--- config.mk ---
export PLATFORM = sky130hd
export DESIGN_NAME = complex_matmul_sequencer
export DESIGN_NICKNAME = d
export VERILOG_FILES = /design/src/rtl/complex_matmul_sequencer.sv
export SDC_FILE = /design/constraint.sdc
export NUM_CORES = 2
export LEC_CHECK = 0
export CAP_MARGIN = 10
export CORE_UTILIZATION = 55
export DETAILED_ROUTE_END_ITERATION = 7
export GPL_TIMING_DRIVEN = 0
export PLACE_DENSITY_LB_ADDON = 0.08
export SYNTH_ARGS = -nofsm -noshare
export SYNTH_HDL_FRONTEND = slang
export SYNTH_SLANG_ARGS = --single-unit
--- constraint.sdc ---
create_clock -name clk -period 13.2 [get_ports clk]
set_clock_uncertainty 0.1 [all_clocks]
set_input_delay 2.64 -clock clk [delete_from_list [all_inputs] [get_ports clk]]
set_output_delay 2.64 -clock clk [all_outputs]
set_load 0.05 [all_outputs]
--- src/rtl/complex_matmul_sequencer.sv ---
// Streams in two 4x4 complex matrices (A then B, row-major), computes C = A x B
// with a single complex multiply-accumulate, and streams the 16 results out.
module complex_matmul_sequencer #(
    parameter int DATA_W = 16,
    parameter int OUT_W  = 2*DATA_W+3
) (
    input  logic              clk,
    input  logic              rst_n,
    input  logic              in_valid,
    output logic              in_ready,
    input  logic [DATA_W-1:0] in_re,
    input  logic [DATA_W-1:0] in_im,
    output logic              out_valid,
    input  logic              out_ready,
    output logic [OUT_W-1:0]  out_re,
    output logic [OUT_W-1:0]  out_im,
    output logic              out_last,
    output logic              busy
);

    // Handshakes: a beat transfers on a rising edge where valid && ready are both
    // high; the producer holds data stable while valid is high and ready is low.

    localparam int PW = 2*DATA_W;

    typedef enum logic [1:0] {
        ST_LOAD    = 2'd0,
        ST_COMPUTE = 2'd1,
        ST_EMIT    = 2'd2
    } state_e;

    state_e state_q, state_d;

    logic [DATA_W-1:0] a_re_q [16];
    logic [DATA_W-1:0] a_im_q [16];
    logic [DATA_W-1:0] b_re_q [16];
    logic [DATA_W-1:0] b_im_q [16];

    logic [4:0] beat_q;
    logic [1:0] i_q, j_q, k_q;

    logic signed [OUT_W-1:0] acc_re_q, acc_im_q, acc_re_d, acc_im_d;
    logic [OUT_W-1:0]        out_re_q, out_im_q;
    logic                    out_valid_q, out_last_q;

    logic in_fire, out_fire, last_elem;

    assign in_fire   = in_valid && (state_q == ST_LOAD);
    assign out_fire  = out_ready && out_valid_q && (state_q == ST_EMIT);
    assign last_elem = (i_q == 2'd3) && (j_q == 2'd3);

    function automatic logic signed [PW-1:0] ext_pw(input logic [DATA_W-1:0] x);
        return {{(PW-DATA_W){x[DATA_W-1]}}, x};
    endfunction

    function automatic logic signed [OUT_W-1:0] ext_out(input logic [PW-1:0] x);
        return {{(OUT_W-PW){x[PW-1]}}, x};
    endfunction

    logic [3:0] a_idx, b_idx;
    logic signed [PW-1:0] ar, ai, br, bi;
    logic signed [PW-1:0] p_rr, p_ii, p_ri, p_ir;
    logic signed [OUT_W-1:0] p_re, p_im;

    assign a_idx = {i_q, k_q};
    assign b_idx = {k_q, j_q};
    assign ar    = ext_pw(a_re_q[a_idx]);
    assign ai    = ext_pw(a_im_q[a_idx]);
    assign br    = ext_pw(b_re_q[b_idx]);
    assign bi    = ext_pw(b_im_q[b_idx]);
    assign p_rr  = ar * br;
    assign p_ii  = ai * bi;
    assign p_ri  = ar * bi;
    assign p_ir  = ai * br;
    assign p_re  = ext_out(p_rr) - ext_out(p_ii);
    assign p_im  = ext_out(p_ri) + ext_out(p_ir);

    always_comb begin
        acc_re_d = p_re;
        acc_im_d = p_im;
        if (k_q != 2'd0) begin
            acc_re_d = acc_re_q + p_re;
            acc_im_d = acc_im_q + p_im;
        end
    end

    always_ff @(posedge clk) begin
        if (!rst_n) begin
            state_q <= ST_LOAD;
        end else begin
            state_q <= state_d;
        end
    end

    always_comb begin
        state_d = state_q;
        case (state_q)
            ST_LOAD:    if (in_fire && (beat_q == 5'd31)) state_d = ST_COMPUTE;
            ST_COMPUTE: if (k_q == 2'd3) state_d = ST_EMIT;
            ST_EMIT:    if (out_fire) state_d = last_elem ? ST_LOAD : ST_COMPUTE;
            default:    state_d = ST_LOAD;
        endcase
    end

    always_comb begin
        in_ready = (state_q == ST_LOAD);
        busy     = (state_q != ST_LOAD);
    end

    // Matrix storage has no reset: contents are only read after a full load.
    always_ff @(posedge clk) begin
        if (in_fire) begin
            if (!beat_q[4]) begin
                a_re_q[beat_q[3:0]] <= in_re;
                a_im_q[beat_q[3:0]] <= in_im;
            end else begin
                b_re_q[beat_q[3:0]] <= in_re;
                b_im_q[beat_q[3:0]] <= in_im;
            end
        end
    end

    always_ff @(posedge clk) begin
        if (!rst_n) begin
            beat_q      <= '0;
            i_q         <= '0;
            j_q         <= '0;
            k_q         <= '0;
            acc_re_q    <= '0;
            acc_im_q    <= '0;
            out_re_q    <= '0;
            out_im_q    <= '0;
            out_valid_q <= 1'b0;
            out_last_q  <= 1'b0;
        end else begin
            case (state_q)
                ST_LOAD: begin
                    if (in_fire) begin
                        beat_q <= beat_q + 5'd1;
                        i_q    <= '0;
                        j_q    <= '0;
                        k_q    <= '0;
                    end
                end
                ST_COMPUTE: begin
                    acc_re_q <= acc_re_d;
                    acc_im_q <= acc_im_d;
                    k_q      <= k_q + 2'd1;
                    if (k_q == 2'd3) begin
                        out_re_q    <= acc_re_d;
                        out_im_q    <= acc_im_d;
                        out_valid_q <= 1'b1;
                        out_last_q  <= last_elem;
                    end
                end
                ST_EMIT: begin
                    if (out_fire) begin
                        out_valid_q <= 1'b0;
                        out_last_q  <= 1'b0;
                        k_q         <= '0;
                        if (last_elem) begin
                            beat_q <= '0;
                        end else begin
                            j_q <= j_q + 2'd1;
                            if (j_q == 2'd3) i_q <= i_q + 2'd1;
                        end
                    end
                end
                default: ;
            endcase
        end
    end

    assign out_re    = out_re_q;
    assign out_im    = out_im_q;
    assign out_valid = out_valid_q;
    assign out_last  = out_last_q;

endmodule

==> impl_metrics.toml <==
[floorplan]
start_util_pct = 55.5
rows = 146
core_area_um2 = 159000
die_y_um = 402
io_pins = 110
die-area_um2 = 162000
die_w_um = 402

[drt]
met1_length_um = 116000
vias_per_cell = 6.07
routed.top_layer = "met5"
wl_per_cell_um = 32.3
met3WireLength_um = 29400
wl_um = 315000
drtPass1Iterations = 8
drc = 0
ant_nets = 0
dr_total_vias = 59000
dr.first_iter.drc_count = 6353
met2WireLength_um = 144000

[sta]
final.setup.worst_slack_ns = 0.242
maxSlewHeadroom_pct = 3.07
min_period_ns = 12.96
finalSetupViolCount = 0
maxSlewViolCount = 0
timing.final.crit_share_pct = 98.2
fin_tns_setup_ns = 0
worstMarginPinSlew_ns = 1.45
hold_viol_final = 0
fmaxAchievable_mhz = 77.2

[setup_path]
slowest_stage = "o21ai_2"
cp.arrival_ns = 13.49
end_kind = "flop"
required_ns = 13.73
crit_fanout = 10
worstSetupStartpointType = "flop"
critPathKind = "flop to flop"
cpMostUsedCell = "fa_1"
critPathMaxStageDelay_ns = 0.82

[logic_synthesis]
ys_types = 82
ys_async_sr_fraction_pct = 0
syn_area_um2 = 88000
synth_edf_count = 1024
syn_avg_cell_area_um2 = 12.2
syn_inst = 7229
synth.net_count = 8831
ys_warn_count = 0
ys_seq_area_share_pct = 38.5
ys.flop_type = "edfxtp_1"
ys_seq_elements = 1179

[finish]
nNetsFinal = 9149
final_area_um2 = 97900
finalCoreUtilization_pct = 61.7
area_growth_pct = 11.2
drive_above_1_share_pct = 11.6

[run_status]
status = "completed"

[placed_design]
pre_cts_slack_ns = -2.43
globalplace.congestion = 1.03
place_area_um2 = 93300
io_buffers = 109
place.detailed.hpwl_um = 244000

[clocking]
cts_tree = "built"
cts_buffers = 116
numClockSinks = 1179
root_buffer = "clkbuf_16"
htreeDepth = 3
path_clk_slew_ns = 0.06
clk_latency_ns = 0.77
clockBufferDepth = 3
hold_buffers = 0

[worst_hold_path]
hold_path.class = "flop to flop"

[grt]
grt_max_degree = 33
grtUsageTotal_pct = 39.8
grt_pass1_wl_um = 444000
grt_pass1_vias = 60900
overflow = 0
antenna_found_initial = 20

[flow_run]
max-cap-violations = 0
[worst max-delay path: cells and delay by family (launching register included)]
family	cells	cell delay (ns)
multiplexers	2	0.68
AO/OA/AOI/OAI	13	3.40
buffers and inverters	9	1.99
XOR/XNOR	2	0.53
flip-flops	1	0.49
adder cells (fa/ha/maj)	10	4.90
AND/OR/NAND/NOR	4	0.76
[cells in the final DEF (no fill, tap or decap), types with 20 or more instances in the layout]
| master | netlist | final |
|---|---|---|
| a211oi_1 | 73 | 73 |
| o21a_1 | 50 | 35 |
| fa_1 | 1175 | 1172 |
| dfxtp_1 | 155 | 154 |
| xor2_1 | 46 | 45 |
| a21o_1 | 61 | 61 |
| clkbuf_4 | 0 | 20 |
| buf_2 | 79 | 66 |
| o21ai_0 | 142 | 123 |
| clkinv_1 | 9 | 32 |
| clkdlybuf4s50_1 | 0 | 104 |
| edfxtp_1 | 1024 | 1024 |
| clkbuf_2 | 0 | 66 |
| nand3_1 | 50 | 50 |
| xnor2_1 | 108 | 108 |
| a31oi_1 | 23 | 23 |
| nor3_1 | 24 | 24 |
| buf_8 | 0 | 21 |
| nor2_1 | 629 | 598 |
| nor2_4 | 0 | 30 |
| nor2b_1 | 34 | 34 |
| and2_1 | 66 | 64 |
| a21oi_1 | 192 | 191 |
| inv_1 | 1352 | 1344 |
| o21bai_1 | 22 | 22 |
| o21ai_1 | 25 | 22 |
| mux2i_1 | 34 | 26 |
| nand2b_1 | 48 | 48 |
| ha_1 | 391 | 390 |
| mux4_2 | 278 | 278 |
| buf_12 | 0 | 31 |
| clkbuf_16 | 0 | 117 |
| buf_4 | 4 | 42 |
| clkbuf_1 | 210 | 144 |
| mux2_2 | 21 | 21 |
| nand2_1 | 732 | 730 |
[sequential cells by signal, indices dropped and copies added, names as in the netlist, 5 cells and up]
register	flops
a_re_q	256
acc_im_q	35
a_im_q	256
b_re_q	256
out_im	35
out_re	35
beat_q	5
acc_re_q	35
b_im_q	256
[worst paths after layout]
kind | startpoint | to | slack (ns) | cells past startpoint
setup / recovery | k_q[1] | out_im[34] | 0.24 | 40
hold / removal | out_im[17] | out_im[17] | 0.36 | 2
setup reg to reg | k_q[1] | out_im[34] | 0.24 | 40
hold reg to reg | out_im[17] | out_im[17] | 0.36 | 2
[synth_stat cells (all sizes together), types with 7 or more instances]
| master | instances | area, um^2 |
|---|---|---|
| a211oi | 74 | 561 |
| a21o | 64 | 484 |
| a21oi | 193 | 970 |
| a31oi | 25 | 169 |
| and2 | 67 | 422 |
| and3 | 11 | 68.8 |
| buf | 110 | 534 |
| clkbuf | 212 | 816 |
| clkinv | 9 | 33.8 |
| dfxtp | 155 | 3100 |
| edfxtp | 1024 | 30700 |
| fa | 1175 | 23500 |
| ha | 391 | 4890 |
| inv | 1353 | 5080 |
| mux2 | 21 | 236 |
| mux2i | 34 | 340 |
| mux4 | 278 | 6260 |
| nand2 | 732 | 2750 |
| nand2b | 48 | 300 |
| nand3 | 50 | 250 |
| nand4 | 7 | 43.8 |
| nor2 | 629 | 2360 |
| nor2b | 34 | 213 |
| nor3 | 24 | 120 |
| o21a | 50 | 375 |
| o21ai | 170 | 862 |
| o21bai | 22 | 165 |
| o31ai | 7 | 66.3 |
| or2 | 11 | 68.8 |
| or3 | 7 | 43.8 |
| xnor2 | 110 | 990 |
| xor2 | 46 | 403 |
[logic make-up after synthesis]
kind of cell             share of synthesized area, %
flip-flops                                       38.5
buffers and inverters                            7.34
XOR/XNOR                                         1.58
adder cells (fa/ha/maj)                          32.3
AO/OA/AOI/OAI                                    4.86
multiplexers                                     7.77
AND/OR/NAND/NOR                                  7.72
[area by class of cell]
type	count	area (um^2)
Fill cell	12800	60700
Multi-Input combinational cell	4366	48300
Sequential cell	1179	33900
Inverter	1362	5160
Clock buffer	148	3070
Timing Repair Buffer	215	2750
Tap cell	2072	2590
Buffer	307	1560
Clock inverter	65	629
Antenna cell	14	35.0
[routing by layer]
metal	GRT usage (%)	vias up
li1	-	24200
met2	62.1	3114
met3	8.62	847
met1	50.5	30800
met4	25.8	14
met5	0	-
[metrics by stage]
step	std cells	hold WS, ns
2_1_floorplan	7229	0.341
3_3_place_gp	9410	0.349
3_5_place_dp	9484	0.351
4_1_cts	9695	0.359
5_1_grt	9716	0.381
6_report	9728	0.359
[repair_timing]
| item | 4_1_cts | 5_1_grt |
|---|---|---|
| setup endpoints to repair | 85 | 44 |
| pin swaps | 1 | 3 |
| gates resized for setup | 140 | 140 |
| buffers inserted | 7 | 17 |
Power is left out: the tool's default activity adds up to more than one toggle a clock period on the data nets, which glitch-free logic cannot reach.
